### src/rtl/uart_rx_fsm.sv
// 16x-oversampling UART receiver: 8 data bits LSB-first, optional even parity, one stop bit.
// Define UART_RX_PARITY_EN to receive 11-bit frames with an even-parity check.
module uart_rx_fsm #(
  parameter int unsigned CLK_FREQ  = 50_000_000,
  parameter int unsigned BAUD_RATE = 9600
) (
  input  logic       clk_i,
  input  logic       nrst_i,
  input  logic       rx_serial_i,
  output logic [7:0] rx_data_o,
  output logic       rx_done_o,
  output logic       parity_err_o,
  output logic       frame_err_o,
  output logic       rx_busy_o
);

  localparam int unsigned TICK_DIV = CLK_FREQ / (BAUD_RATE * 16);
  localparam int unsigned TickW    = (TICK_DIV > 2) ? $clog2(TICK_DIV) : 1;
  localparam logic [TickW-1:0] TickMax = TickW'(TICK_DIV - 1);

  typedef enum logic [2:0] {
    StIdle,
    StStart,
    StData,
`ifdef UART_RX_PARITY_EN
    StParity,
`endif
    StStop
  } state_e;

  state_e           state_q;
  logic             sync1_q, sync2_q, prev_q;
  logic [TickW-1:0] tick_cnt_q;
  logic [3:0]       sample_cnt_q;
  logic [2:0]       bit_cnt_q;
  logic [7:0]       shift_q;
  logic [7:0]       data_q;
  logic             done_q;
  logic             frame_err_q;
`ifdef UART_RX_PARITY_EN
  logic             par_bad_q;
  logic             parity_err_q;
`endif

  logic sample;
  logic tick;

  assign sample = sync2_q;
  assign tick   = (state_q != StIdle) && (tick_cnt_q == TickMax);

  // Synchronizer and edge-detect flops reset high so a reset never looks like a start edge.
  always_ff @(posedge clk_i or negedge nrst_i) begin
    if (!nrst_i) begin
      sync1_q <= 1'b1;
      sync2_q <= 1'b1;
      prev_q  <= 1'b1;
    end else begin
      sync1_q <= rx_serial_i;
      sync2_q <= sync1_q;
      prev_q  <= sync2_q;
    end
  end

  always_ff @(posedge clk_i or negedge nrst_i) begin
    if (!nrst_i) begin
      state_q      <= StIdle;
      tick_cnt_q   <= '0;
      sample_cnt_q <= '0;
      bit_cnt_q    <= '0;
      shift_q      <= '0;
      data_q       <= '0;
      done_q       <= 1'b0;
      frame_err_q  <= 1'b0;
`ifdef UART_RX_PARITY_EN
      par_bad_q    <= 1'b0;
      parity_err_q <= 1'b0;
`endif
    end else begin
      done_q <= 1'b0;
      // Divider idles at zero so the first tick lands TICK_DIV cycles after START entry.
      if (state_q == StIdle || tick) begin
        tick_cnt_q <= '0;
      end else begin
        tick_cnt_q <= tick_cnt_q + 1'b1;
      end

      case (state_q)
        StIdle: begin
          sample_cnt_q <= '0;
          if (!sample && prev_q) begin
            state_q <= StStart;
          end
        end
        StStart: begin
          if (tick) begin
            if (sample_cnt_q == 4'd7) begin
              sample_cnt_q <= '0;
              bit_cnt_q    <= '0;
              state_q      <= sample ? StIdle : StData;
            end else begin
              sample_cnt_q <= sample_cnt_q + 4'd1;
            end
          end
        end
        StData: begin
          if (tick) begin
            if (sample_cnt_q == 4'd15) begin
              sample_cnt_q <= '0;
              shift_q      <= {sample, shift_q[7:1]};
              bit_cnt_q    <= bit_cnt_q + 3'd1;
              if (bit_cnt_q == 3'd7) begin
`ifdef UART_RX_PARITY_EN
                state_q <= StParity;
`else
                state_q <= StStop;
`endif
              end
            end else begin
              sample_cnt_q <= sample_cnt_q + 4'd1;
            end
          end
        end
`ifdef UART_RX_PARITY_EN
        StParity: begin
          if (tick) begin
            if (sample_cnt_q == 4'd15) begin
              sample_cnt_q <= '0;
              par_bad_q    <= sample ^ (^shift_q);
              state_q      <= StStop;
            end else begin
              sample_cnt_q <= sample_cnt_q + 4'd1;
            end
          end
        end
`endif
        StStop: begin
          if (tick) begin
            if (sample_cnt_q == 4'd15) begin
              // Leaving mid stop bit lets a back-to-back start edge be caught.
              sample_cnt_q <= '0;
              data_q       <= shift_q;
              frame_err_q  <= ~sample;
`ifdef UART_RX_PARITY_EN
              parity_err_q <= par_bad_q;
`endif
              done_q       <= 1'b1;
              state_q      <= StIdle;
            end else begin
              sample_cnt_q <= sample_cnt_q + 4'd1;
            end
          end
        end
        default: state_q <= StIdle;
      endcase
    end
  end

  assign rx_data_o   = data_q;
  assign rx_done_o   = done_q;
  assign frame_err_o = frame_err_q;
  assign rx_busy_o   = (state_q != StIdle);
`ifdef UART_RX_PARITY_EN
  assign parity_err_o = parity_err_q;
`else
  assign parity_err_o = 1'b0;
`endif

endmodule

### config.mk
export PLATFORM = sky130hd
export DESIGN_NAME = uart_rx_fsm
export DESIGN_NICKNAME = d
export VERILOG_FILES = /design/src/rtl/uart_rx_fsm.sv
export SDC_FILE = /design/constraint.sdc
export NUM_CORES = 1
export LEC_CHECK = 0
export CAP_MARGIN = 30
export CORE_ASPECT_RATIO = 0.8
export CORE_MARGIN = 2
export CORE_UTILIZATION = 50
export CTS_CLUSTER_DIAMETER = 80
export DETAILED_ROUTE_END_ITERATION = 12
export PLACE_DENSITY = 0.7
export SKIP_LAST_GASP = 1
export SYNTH_ARGS = -nofsm -noshare
export SYNTH_HDL_FRONTEND = slang
export SYNTH_SLANG_ARGS = --single-unit
### constraint.sdc
create_clock -name clk_i -period 2.8 [get_ports clk_i]
set_input_delay 0.28 -clock clk_i [delete_from_list [all_inputs] [get_ports clk_i]]
set_output_delay 0.28 -clock clk_i [all_outputs]
set_load 0.05 [all_outputs]
==> impl_metrics.ini, run 1 <==
[run_status]
status = complete, no violations

[synth]
synth_cell_type_count = 36
synth_top_cell_area_share_pct = 50.6
synthTopCellsByArea = dfrtp_1 51%, mux2_2 11%, dfstp_2 4.4%
avgSynthCellArea_um2 = 12.4
synthCells = 144
ys_seq_elements = 39
synth_seq_area_share_pct = 55.0
synth_nets = 152
synth_edf_count = 0
synth_flop_cell = dfrtp_1
synth_area_mm2 = 0.00178
synthMostInstantiatedCell = dfrtp_1
ys_top_cells_by_count = 36 x dfrtp_1, 17 x mux2_2, 13 x nor2_1
synthArstFlopShare_pct = 100
yosysWarnings = 0
netlist.top_cell.by_area = dfrtp_1

[worst_setup_path]
r2r-end = rx_data_o[1]
reg2reg_depth = 6
cpMaxStageDelayCell = nor4_4
criticalPathCategory = flip-flop to flip-flop
crit_path_end_kind = flip-flop
crit_chain = inv_1 > ha_1 > and4b_2 > nand2_4 > nor4_4 > mux2_2
worstPathRequired_ps = 2970
max_stage_delay_ps = 610
crit-reg2reg-launch = tick_cnt_q[0]
worstPathArrival_ps = 2400
critPathLaunchType = flip-flop
regToRegSetupSlack_ps = 570
cp_max_fo = 9

[clocking]
cts.sinks = 39
cts_setup_buffers = 0
cts_root_buf = clkbuf_8
ctsLongestPathBuffers = 2
ctsResizeCount = 0
htreeDepth = 2
clock_latency_ps = 290
cts_tree = done
numCtsBuffers = 5
cts_hold_buf = 0
clk_pin_slew_worst_paths_ps = 70

[die]
coreArea_mm2 = 0.00342
rows = 19
fp.dieW_um = 70.7
ioPinCount = 15
initial_core_util_pct = 52.0
die_area_mm2 = 0.00406
die_h_um = 57.4

[place]
dpl.hpwl_mm = 2.20
port-buffer-count = 13
post-place-ws_ps = 565
gp_congestion = 0.899
placedInstanceArea_mm2 = 0.00194
dp_cells = 196

[grt]
grtUsageTotal_pct = 17.8
antenna_found_initial = 0
grt_max_degree = 40
grt_pass1_wl_mm = 5.60
gr-total-overflow = 0
grt_pass1_vias = 1171

[sta]
finalClockSkew_ps = 4.76
postLayoutSetupSlackWorst_ps = 570
worst_pin_slew_ps = 843
timing.hold.ws_ps = 98.1
setup_viol = 0
final.setup.tns_ps = 0
hold_viol = 0
rsz0062_at_grt = false
maxSlewHeadroom_pct = 43.8
fin_crit_sh_pct = 79.6
drv_slew = 0
min_period_ps = 2230
fmax_mhz = 448

[finish]
final_util_pct = 59.0
syn_to_final_growth_pct = 13.5
fin_cells = 204
antennaDiodeCount = 0
fin_area_mm2 = 0.00202
layout.nets = 169
layout-drive-gt1-share_pct = 22.8

[route]
vias = 1157
ant_nets = 0
drcViolationCount = 0
drtPass1Iterations = 4
vias_per_cell = 5.67
wl_per_cell_um = 15.5
drtIter0Drc = 139
drt-total-wl_mm = 3.16

[power]
power_density_mw_per_mm2 = 597
power_mw = 1.21
peakVddDrop_uv = 402
leakage_nw = 0.948

[job]
cap_violations = 0

[worst_hold_path]
hold_path.class = input pin to async pin
## layer usage
metal / GRT usage [%] / up-vias / part of all wire [%]
met5: 0 / - / 0
met4: 7.28 / 0 / 1.2
met3: 4.77 / 5 / 3.9
met2: 26.3 / 28 / 47
met1: 25.0 / 575 / 48
li1: - / 549 / -
## report_power, final
part	switching, mW	internal, mW
Combinational	0.0702	0.0712
Sequential	0.0864	0.617
Clock	0.188	0.174
Total	0.344	0.862
## kinds of logic after synthesis
| kind of cell | after synthesis | synth area share [%] |
|---|---|---|
| flip-flops | 39 | 55.0 |
| adder cells (fa/ha/maj) | 5 | 3.51 |
| multiplexers | 20 | 12.4 |
| other | 1 | 0.211 |
| AO/OA/AOI/OAI | 17 | 5.76 |
| buffers and inverters | 10 | 2.95 |
| XOR/XNOR | 8 | 3.94 |
| AND/OR/NAND/NOR | 44 | 16.2 |
## cell type report
type | instances | area (um2)
clock buffers | 6 | 72.6
clock inverters | 2 | 12.5
fillers | 290 | 1400
inverters | 6 | 22.5
multi-input cells | 95 | 748
flip-flops and latches | 39 | 980
well taps | 42 | 52.6
repair buffers | 14 | 133
## cell usage in the layout (no fill, tap or decap), drive strengths merged, types with 4 or more instances in the layout
master / Yosys / routed
nand3: 4 / 4
a31oi: 6 / 6
nand2: 6 / 6
clkdlybuf4s50: 0 / 12
ha: 5 / 5
a21oi: 7 / 7
mux2: 17 / 17
xor2: 7 / 7
dfrtp: 36 / 36
nand4: 4 / 4
inv: 6 / 6
nor2: 13 / 13
clkbuf: 1 / 6
## worst max-delay path by stage
stage,from,cells past startpoint,end
2_1_floorplan,tick_cnt_q[0],6,frame_err_o
3_5_place_dp,tick_cnt_q[0],6,rx_data_o[1]
5_1_grt,tick_cnt_q[0],6,rx_data_o[1]
6_report,tick_cnt_q[0],6,rx_data_o[1]
3_3_place_gp,tick_cnt_q[0],6,rx_data_o[5]
4_1_cts,tick_cnt_q[0],6,rx_data_o[1]
## critical path, delay by kind of cell, from the launching register on
kind / cells / cell delay [ps]
and+or+nand+nor: 3 / 1010
DFF: 1 / 440
muxes: 1 / 410
adders and majority gates: 1 / 160
buffers and inverters: 1 / 90
## sequential cells by signal, indices dropped and copies added (netlist names)
name,count
bit_cnt_q,3
frame_err_o,1
prev_q,1
rx_data_o,8
rx_done_o,1
sample,1
sample_cnt_q,4
shift_q,8
state_q,2
sync1_q,1
tick_cnt_q,9
No activity file was read; power rests on OpenSTA's default activity.
==> run 2, diff against run 1 <==
PLACE_DENSITY = 0.73   (was 0.7)
clock period = 1.9 ns   (was 2.8 ns; I/O delays follow)
==> run 2 against run 1 <==
Effect of this change:
- the flow now finishes with violations (negative hold slack)
- global-route usage up 1.4 points
- wire length up 14%
- clock power up 86%
- worst hold slack worse by 100 ps
- non-clock buffer count up 19
- register-to-register slack worse by 570 ps
- die area unchanged
- clock-buffer cell count up 1
- clock skew up 12 ps
- sequential share of layout area down 4.8 points
==> impl_metrics.ini, run 2 (synthesized netlist as in run 1, its figures left out) <==
[finish]
syn_to_final_growth_pct = 25.9
layout-drive-gt1-share_pct = 32.6
mostFrequentLayoutCells = 36 x dfrtp_1, 18 x buf_4, 13 x nor2_1, 11 x clkdlybuf4s50_1, 9 x mux2_2
seqCellArea_um2 = 980
largest_reg_flops = 9
fin_cells = 223
antennaDiodeCount = 0
layout.nets = 188
fin_area_mm2 = 0.00224
layout_commonest_cell = dfrtp_1
fillers = 281
largest_register = tick_cnt_q
multi_input_area_um2 = 796

[clocking]
clk_pin_slew_worst_paths_ps = 80
cts_tree = done
numCtsBuffers = 5
htreeDepth = 2
cts.sinks = 39
ctsLongestPathBuffers = 2
clock_latency_ps = 300
cts_root_buf = clkbuf_8

[sta]
hold_viol = 6
fmax_mhz = 527
timing.hold.ws_ps = -2.44
setup_viol = 0
fin_crit_sh_pct = 99.9
drv_slew = 0
min_period_ps = 1900
finalClockSkew_ps = 16.4
maxSlewHeadroom_pct = 42.8
final.setup.tns_ps = 0
rsz0062_at_grt = true
worst_pin_slew_ps = 858

[route]
drt-total-wl_mm = 3.60
wl_per_cell_um = 16.2
vias = 1245
wl_met1_mm = 1.64
drtIter0Drc = 57
drtPass1Iterations = 5
wl_met2_mm = 1.75
met3WireLength_um = 143
highest_layer = met4
drcViolationCount = 0
vias_per_cell = 5.58
ant_nets = 0

[grt]
grt_pass1_wl_mm = 6.08
gr-total-overflow = 0
grt_max_degree = 40
antenna_found_initial = 0
grtUsageTotal_pct = 19.2
grt_pass1_vias = 1262

[die]
die_h_um = 57.4
die_area_mm2 = 0.00406
initial_core_util_pct = 52.0
fp.dieW_um = 70.7
ioPinCount = 15
rows = 19
coreArea_mm2 = 0.00342

[power]
leakage_nw = 1.08
power_density_mw_per_mm2 = 916
p_int_mw = 1.51
p_seq_share_pct = 47.3
p_clk_share_pct = 32.8
peakVddDrop_uv = 787
p_sw_share_pct = 26.4
power_frac_comb_pct = 19.9
power_mw = 2.05
power.switching_mw = 0.541

[worst_setup_path]
worstPathArrival_ps = 2070
cp_max_fo = 6
criticalPathCategory = flip-flop to flip-flop
worstPathRequired_ps = 2070
crit_path_end_kind = flip-flop
critPathLaunchType = flip-flop

[place]
dpl.hpwl_mm = 2.26
gp_congestion = 0.791
placedInstanceArea_mm2 = 0.00203
dp_cells = 208
port-buffer-count = 13

[job]
cap_violations = 0

[run_status]
violations = negative hold slack
status = complete, but fails checks

[worst_hold_path]
hold_path.class = input pin to async pin
[run 2: cell count changes in the layout (fill, tap and decap cells not counted), sizes merged]
| cell | previous run | this run |
|---|---|---|
| buf | 2 | 22 |
| bufinv | 0 | 1 |
| clkbuf | 6 | 7 |
| clkdlybuf4s50 | 12 | 11 |
| clkinv | 1 | 0 |
| clkinvlp | 1 | 0 |
[run 2: cell type report]
type                    instances  share of cell area, %
clock buffers                   7                   3.41
clock inverters                 1                   1.34
inverters                       6                   1.01
multi-input cells              95                   35.5
flip-flops and latches         39                   43.7
well taps                      42                   2.35
repair buffers                 33                   12.7
[run 2: power by group through the flow]
stage                     Combinational [mW]  Sequential [mW]  Clock (mW)
after floorplan                        0.169             1.02           0
after global routing                   0.461            0.981       0.735
final                                  0.408            0.971       0.673
after detailed placement               0.375            0.980           0
after global placement                 0.361            0.975           0
after CTS                              0.380            0.967       0.683
[run 2: timing repair]
item | 4_1_cts | 5_1_grt
pin swaps | 0 | 1
gates cloned | 1 | 1
setup endpoints to repair | 1 | 19
hold buffers | 0 | 0
setup buffers | 0 | 5
gates resized for setup | 4 | 14
[run 2: stage by stage]
step	worst slack (ps)	hold slack, ps	utilization [%]
2_1_floorplan	7.26	-106	-
3_3_place_gp	83.5	331	59.2
3_5_place_dp	53.3	349	59.2
4_1_cts	10.5	27.2	62.8
5_1_grt	-86.4	50.8	65.5
6_report	1.81	-2.44	65.5
[run 2: worst max-delay path, cell delays in order (launching register included)]
cell and delay, ps:
dfrtp_1 390, or4b_4 570, nor4_4 270, buf_4 210, mux2_2 340
[run 2: per-layer routing]
layer	global-route usage (%)	up-vias
met1	26.1	625
li1	-	586
met3	4.77	8
met2	30.0	26
met4	7.28	0
met5	0	-
[run 2: path summary, 6_finish.rpt]
kind	cells past startpoint	from	to	slack, ps
max	4	tick_cnt_q[5]	shift_q[2]	2
min in group clk_i	1	rx_serial_i	sync1_q	310
min	1	nrst_i	sample_cnt_q[0]	-2
min reg2reg	0	sync1_q	sample	360
max reg2reg	4	tick_cnt_q[5]	shift_q[2]	2
max in group asynchronous	1	nrst_i	tick_cnt_q[6]	1350
